$ cat config.mk
export PLATFORM = sky130hd
export DESIGN_NAME = vpp_multi_ch
export DESIGN_NICKNAME = d
export VERILOG_FILES = /design/src/rtl/vpp_multi_ch.sv
export SDC_FILE = /design/constraint.sdc
export NUM_CORES = 1
export LEC_CHECK = 0
export CAP_MARGIN = 5
export CORE_MARGIN = 5
export CORE_UTILIZATION = 52
export CTS_BUF_LIST = sky130_fd_sc_hd__clkbuf_4 sky130_fd_sc_hd__clkbuf_8
export CTS_CLUSTER_DIAMETER = 80
export DETAILED_ROUTE_END_ITERATION = 10
export PLACE_DENSITY = 0.8
export SYNTH_ARGS = -nofsm -noshare
export SYNTH_HDL_FRONTEND = slang
export SYNTH_SLANG_ARGS = --single-unit
$ cat constraint.sdc
create_clock -name clk_fs -period 4.5 [get_ports clk_fs]
set_input_delay 0.675 -clock clk_fs [delete_from_list [all_inputs] [get_ports clk_fs]]
set_output_delay 0.675 -clock clk_fs [all_outputs]
set_load 0.01 [all_outputs]
$ cat src/rtl/vpp_multi_ch.sv
// Multi-channel windowed max/min/vpp detector with a runtime window length.
// Define VPP_MEAN_EN to add the per-channel window sum output.
module vpp_multi_ch #(
  parameter int data_bit_width = 12,
  parameter int channels       = 2,
  parameter int points_max     = 4096,
  parameter bit signed_mode    = 1'b0,
  localparam int W     = data_bit_width,
  localparam int CNT_W = $clog2(points_max + 1),
  localparam int SW    = W + CNT_W
) (
  input  logic                      clk_fs,
  input  logic                      rst_n,
  input  logic                      data_valid,
  input  logic [channels*W-1:0]     data_u,
  input  logic [CNT_W-1:0]          points,
  input  logic                      clear,
  input  logic                      irq_clr,
  output logic [channels*W-1:0]     max,
  output logic [channels*W-1:0]     min,
  output logic [channels*(W+1)-1:0] vpp,
`ifdef VPP_MEAN_EN
  output logic [channels*SW-1:0]    sum,
`endif
  output logic                      done,
  output logic                      irq,
  output logic [CNT_W-1:0]          cnt
);

  localparam logic [CNT_W-1:0] PMAX = CNT_W'(points_max);
  localparam logic [CNT_W-1:0] PMIN = CNT_W'(2);

  logic [CNT_W-1:0] cnt_q, cnt_d;
  logic [CNT_W-1:0] nlat_q, nlat_d;
  logic [CNT_W-1:0] pts_cl;
  logic [channels-1:0][W-1:0] fmax_q, fmax_d;
  logic [channels-1:0][W-1:0] fmin_q, fmin_d;
  logic [channels-1:0][W-1:0] pmax_q, pmax_d;
  logic [channels-1:0][W-1:0] pmin_q, pmin_d;
  logic [channels-1:0][W:0]   pvpp_q, pvpp_d;
  logic done_q, done_d;
  logic irq_q, irq_d;
`ifdef VPP_MEAN_EN
  logic [channels-1:0][SW-1:0] facc_q, facc_d;
  logic [channels-1:0][SW-1:0] psum_q, psum_d;
`endif

  function automatic logic [W:0] ext(input logic [W-1:0] x);
    return signed_mode ? {x[W-1], x} : {1'b0, x};
  endfunction

  function automatic logic gt(input logic [W-1:0] a,
                              input logic [W-1:0] b);
    return $signed(ext(a)) > $signed(ext(b));
  endfunction

`ifdef VPP_MEAN_EN
  function automatic logic [SW-1:0] sext(input logic [W-1:0] x);
    return signed_mode ? {{CNT_W{x[W-1]}}, x} : {{CNT_W{1'b0}}, x};
  endfunction
`endif

  always_comb begin
    pts_cl = points;
    if (points < PMIN) pts_cl = PMIN;
    else if (points > PMAX) pts_cl = PMAX;
  end

  always_comb begin
    cnt_d  = cnt_q;
    nlat_d = nlat_q;
    fmax_d = fmax_q;
    fmin_d = fmin_q;
    pmax_d = pmax_q;
    pmin_d = pmin_q;
    pvpp_d = pvpp_q;
    done_d = 1'b0;
`ifdef VPP_MEAN_EN
    facc_d = facc_q;
    psum_d = psum_q;
`endif
    if (clear) begin
      cnt_d = '0;
`ifdef VPP_MEAN_EN
      facc_d = '0;
`endif
    end else if (data_valid) begin
      for (int k = 0; k < channels; k++) begin
        if (cnt_q == '0) begin
          fmax_d[k] = data_u[k*W +: W];
          fmin_d[k] = data_u[k*W +: W];
`ifdef VPP_MEAN_EN
          facc_d[k] = sext(data_u[k*W +: W]);
`endif
        end else begin
          if (gt(data_u[k*W +: W], fmax_q[k]))
            fmax_d[k] = data_u[k*W +: W];
          if (gt(fmin_q[k], data_u[k*W +: W]))
            fmin_d[k] = data_u[k*W +: W];
`ifdef VPP_MEAN_EN
          facc_d[k] = facc_q[k] + sext(data_u[k*W +: W]);
`endif
        end
      end
      // window length is at least 2, so the first sample is never the last
      if (cnt_q == '0) begin
        nlat_d = pts_cl;
        cnt_d  = CNT_W'(1);
      end else if (cnt_q == nlat_q - 1'b1) begin
        cnt_d  = '0;
        done_d = 1'b1;
        pmax_d = fmax_d;
        pmin_d = fmin_d;
        for (int k = 0; k < channels; k++)
          pvpp_d[k] = ext(fmax_d[k]) - ext(fmin_d[k]);
`ifdef VPP_MEAN_EN
        psum_d = facc_d;
`endif
      end else begin
        cnt_d = cnt_q + 1'b1;
      end
    end
    irq_d = done_d | (irq_q & ~irq_clr);
  end

  always_ff @(posedge clk_fs or negedge rst_n) begin
    if (!rst_n) begin
      cnt_q  <= '0;
      nlat_q <= '0;
      fmax_q <= '0;
      fmin_q <= '0;
      pmax_q <= '0;
      pmin_q <= '0;
      pvpp_q <= '0;
      done_q <= 1'b0;
      irq_q  <= 1'b0;
`ifdef VPP_MEAN_EN
      facc_q <= '0;
      psum_q <= '0;
`endif
    end else begin
      cnt_q  <= cnt_d;
      nlat_q <= nlat_d;
      fmax_q <= fmax_d;
      fmin_q <= fmin_d;
      pmax_q <= pmax_d;
      pmin_q <= pmin_d;
      pvpp_q <= pvpp_d;
      done_q <= done_d;
      irq_q  <= irq_d;
`ifdef VPP_MEAN_EN
      facc_q <= facc_d;
      psum_q <= psum_d;
`endif
    end
  end

  assign max  = pmax_q;
  assign min  = pmin_q;
  assign vpp  = pvpp_q;
  assign done = done_q;
  assign irq  = irq_q;
  assign cnt  = cnt_q;
`ifdef VPP_MEAN_EN
  assign sum  = psum_q;
`endif

endmodule

==> key figures <==
Placement
  – GPL Wtd Cong: 0.953
  – I/O Buffers: 130
  – DP HPWL: 19500 µm

Final layout
  – Fill cells: 1297
  – Most frequent cells in the layout: 151 x nand2_1, 150 x dfrtp_1, 127 x buf_4, 118 x o21ai_0, 117 x clkdlybuf4s50_1
  – Area growth, synth to finish: 34.3%
  – Final #Nets: 1390
  – Commonest non-fill, non-tap cell in the layout: nand2_1
  – Layout cells sized above 1: 19.3%
  – Diode count: 0

Synthesis
  – Async SR Flop Fraction: 100%
  – Simple-gate portion of the synthesized area: 16.1%
  – Synth unique cells: 81
  – YS warnings: 0
  – Adder-cell share of the synthesized area: 9.58%
  – Number of flops mapped to enable cells by yosys: 0
  – Syn_area_per_cell: 8.91 µm²
  – Syn Inst Count: 1042
  – Synthesized flop and latch total: 150
  – Largest family of logic cells by synthesized area: compound AO/OA/AOI/OAI gates
  – Mux cell area share after synthesis: 3.46%
  – Xor/xnor cell area share of the yosys netlist: 3.96%
  – Syn Std Cell Area: 0.00929 mm²
  – Synth Net Count: 1153
  – Area fraction in compound gates after synthesis: 21.1%
  – Ys flop type: dfrtp_1
  – Sequential share of the synthesized area: 40.4%

Global route
  – Total global-route track usage: 25.6%
  – GR Layer Usage met1: 31.6%
  – Largest net degree at the start of global routing: 108
  – Initial antenna violation count: 0
  – Most Crowded Layer GR: met2
  – Met3 Use GR: 3.86%
  – Grt met2 use: 45.0%
  – Vias in the first global route: 8596
  – Grt ovf: 0
  – First-pass GRT wire length: 42200 µm

Clocking
  – Root buffer cell: clkbuf_8
  – CTS hold repair buffers: 0
  – Clock Sinks: 150
  – CTS buffer count: 17
  – Clock Latency Late Sink: 460 ps
  – CTS H-tree lvls: 4
  – CTS Buffer Depth: 2
  – CTS tree: built
  – Clock slew at reported path FFs: 90 ps

Routing
  – Vias/cell: 5.71
  – Drt drc: 0
  – Average wire per standard cell: 17.4 µm
  – DRT iter0 DRCs: 550
  – Post-route ant nets: 0
  – Vias: 8661
  – First drt pass iteration count: 5
  – Routed WL: 26400 µm

Power and ir drop
  – Total power: 4.42 mW
  – Worst vdd ir: 219 µV
  – Leak Pwr: 5.84 nW
  – Pwr/cell area: 354 mW/mm²

Die
  – Die height: 144 µm
  – Full die area: 0.0206 mm²
  – Starting Density: 53.3%
  – FP Rows: 48
  – Die W: 144 µm
  – Top Ports: 131
  – Core Box Area: 0.0174 mm²

Timing
  – Setup-failing EPs final: 0
  – Max-slew headroom: 30.9%
  – Part of the cycle the worst path needs: 97.0%
  – Skew final: 14.5 ps
  – Slew Limit Fails: 0
  – Post-route minimum period: 4370 ps
  – Final Hold Fails: 0
  – Fmax: 0.229 GHz
  – Fin Setup TNS: 0 ps
  – Worst-margin pin slew: 1040 ps

Setup path
  – Worst r2r src: fmax_q[18]
  – Crit path kind: in2reg
  – Critical-path top delay cell: o41ai_4
  – Worst path required time: 4850 ps
  – CP startpoint kind: input pin
  – Crit path from: data_u[21]
  – CP arrival: 4720 ps
  – Crit end category: register
  – Crit path cell chain: dlygate4sd2_1 -> inv_2 -> ha_4 -> a211oi_2 -> nor2_2 -> or3_4 -> o21ai_4 -> nand2_2 -> buf_6 -> nor2_2 -> a21oi_2 -> inv_2 -> ha_4 -> fa_2 -> inv_2 -> a21oi_4 -> a22oi_2 -> nor2_2 -> a211oi_4 -> buf_4 -> o41ai_4 -> o41ai_4 -> and2_4 -> o41ai_2
  – Critical Path Max Stage Delay: 450 ps
  – CP max FO: 6

Run status
  – Status: complete, no violations

Flow run
  – Max Cap Viol: 0

Min path
  – Class of the worst hold path: in2async
## worst max-delay path, delay by kind of cell
kind / cells / cell delay [ps]
compound gates: 9 / 1630
simple gates: 6 / 1000
buf+inv: 6 / 810
fa+ha+maj: 3 / 600
## per-layer routing
layer	share of wire, %	routed length (µm)
met5	0	0
met4	3.8	1000
met3	4.7	1250
met2	51	13300
met1	41	10800
## cell usage after synthesis, types with 3 or more instances
master	count	share of area, %
a211o_1	4	0.38
a211oi_1	6	0.49
a21o_1	6	0.49
a21oi_1	61	3.3
a221oi_1	3	0.28
a22o_1	9	0.85
a2bb2oi_1	3	0.28
a311oi_1	5	0.47
a31oi_1	7	0.47
and2_1	6	0.40
and3_1	12	0.81
and4_1	4	0.38
buf_1	4	0.16
buf_2	4	0.22
clkbuf_1	29	1.2
dfrtp_1	150	40
ha_1	67	9.0
inv_1	85	3.4
mux2_1	3	0.36
mux2_2	3	0.36
mux2i_1	18	1.9
nand2_1	152	6.1
nand2b_1	9	0.61
nand3_1	23	1.2
nand4_1	11	0.74
nor2_1	55	2.2
nor2b_1	6	0.40
nor3_1	12	0.65
nor4_1	5	0.34
nor4_2	4	0.54
o211ai_1	7	0.57
o21a_1	3	0.24
o21ai_0	120	6.5
o21ai_1	34	1.8
o31ai_1	8	0.65
or3_1	6	0.40
xnor2_1	28	2.6
xor2_1	14	1.3
## stage by stage
step	setup WS (ps)	instance area, µm²	util [%]	hold slack [ps]	std cells
after floorplan	-19.7	9300	-	379	1042
after global placement	-578	11600	66.9	461	1480
after detailed placement	-689	11600	66.9	470	1480
after CTS	12.9	12100	69.5	375	1513
after global routing	-37.1	12500	71.6	377	1517
final	133	12500	71.6	284	1517
## final timing paths
path,end,slack (ps),depth (start not counted)
worst max-delay path,vpp[25],130,24
worst min register to register,fmax_q[8],480,2
worst max register to register,vpp[25],300,18
max in group asynchronous,vpp[20],3180,2
min in group clk_fs,fmax_q[8],480,2
worst min-delay path,min[3],280,1
## state kept, by name, summed over array words and instances (netlist names)
signal,cells
fmin_q,24
fmax_q,24
max,24
min,24
irq,1
cnt,13
done,1
nlat_q,13
vpp,26
## cell type report
type	count	area (µm²)	share of cell area, %
clock inverter	12	151	1.21
tap	225	282	2.26
inverter	85	319	2.56
clock buffer	20	263	2.11
timing repair buffer	259	2310	18.5
multi-input combinational	766	5400	43.3
sequential	150	3750	30.1
## logic make-up after synthesis
| group | count (synthesis) |
|---|---|
| xor gates and xnor gates | 42 |
| buffers and inverters | 126 |
| muxes | 28 |
| adders and majority gates | 70 |
| and+or+nand+nor | 317 |
| DFF | 150 |
| AOI/OAI and AO/OA | 309 |
## power breakdown
group          internal (mW)  switching, mW
clock                  0.574          0.525
combinational          0.831          0.931
sequential              1.45          0.107
total                   2.86           1.56
## timing repair
| item | in CTS | in global routing |
|---|---|---|
| setup endpoints to repair | 3 | 10 |
| pin swaps | 6 | 21 |
| buffers inserted | 1 | 4 |
| resized for setup | 9 | 64 |
No activity file was read; power rests on OpenSTA's default activity.
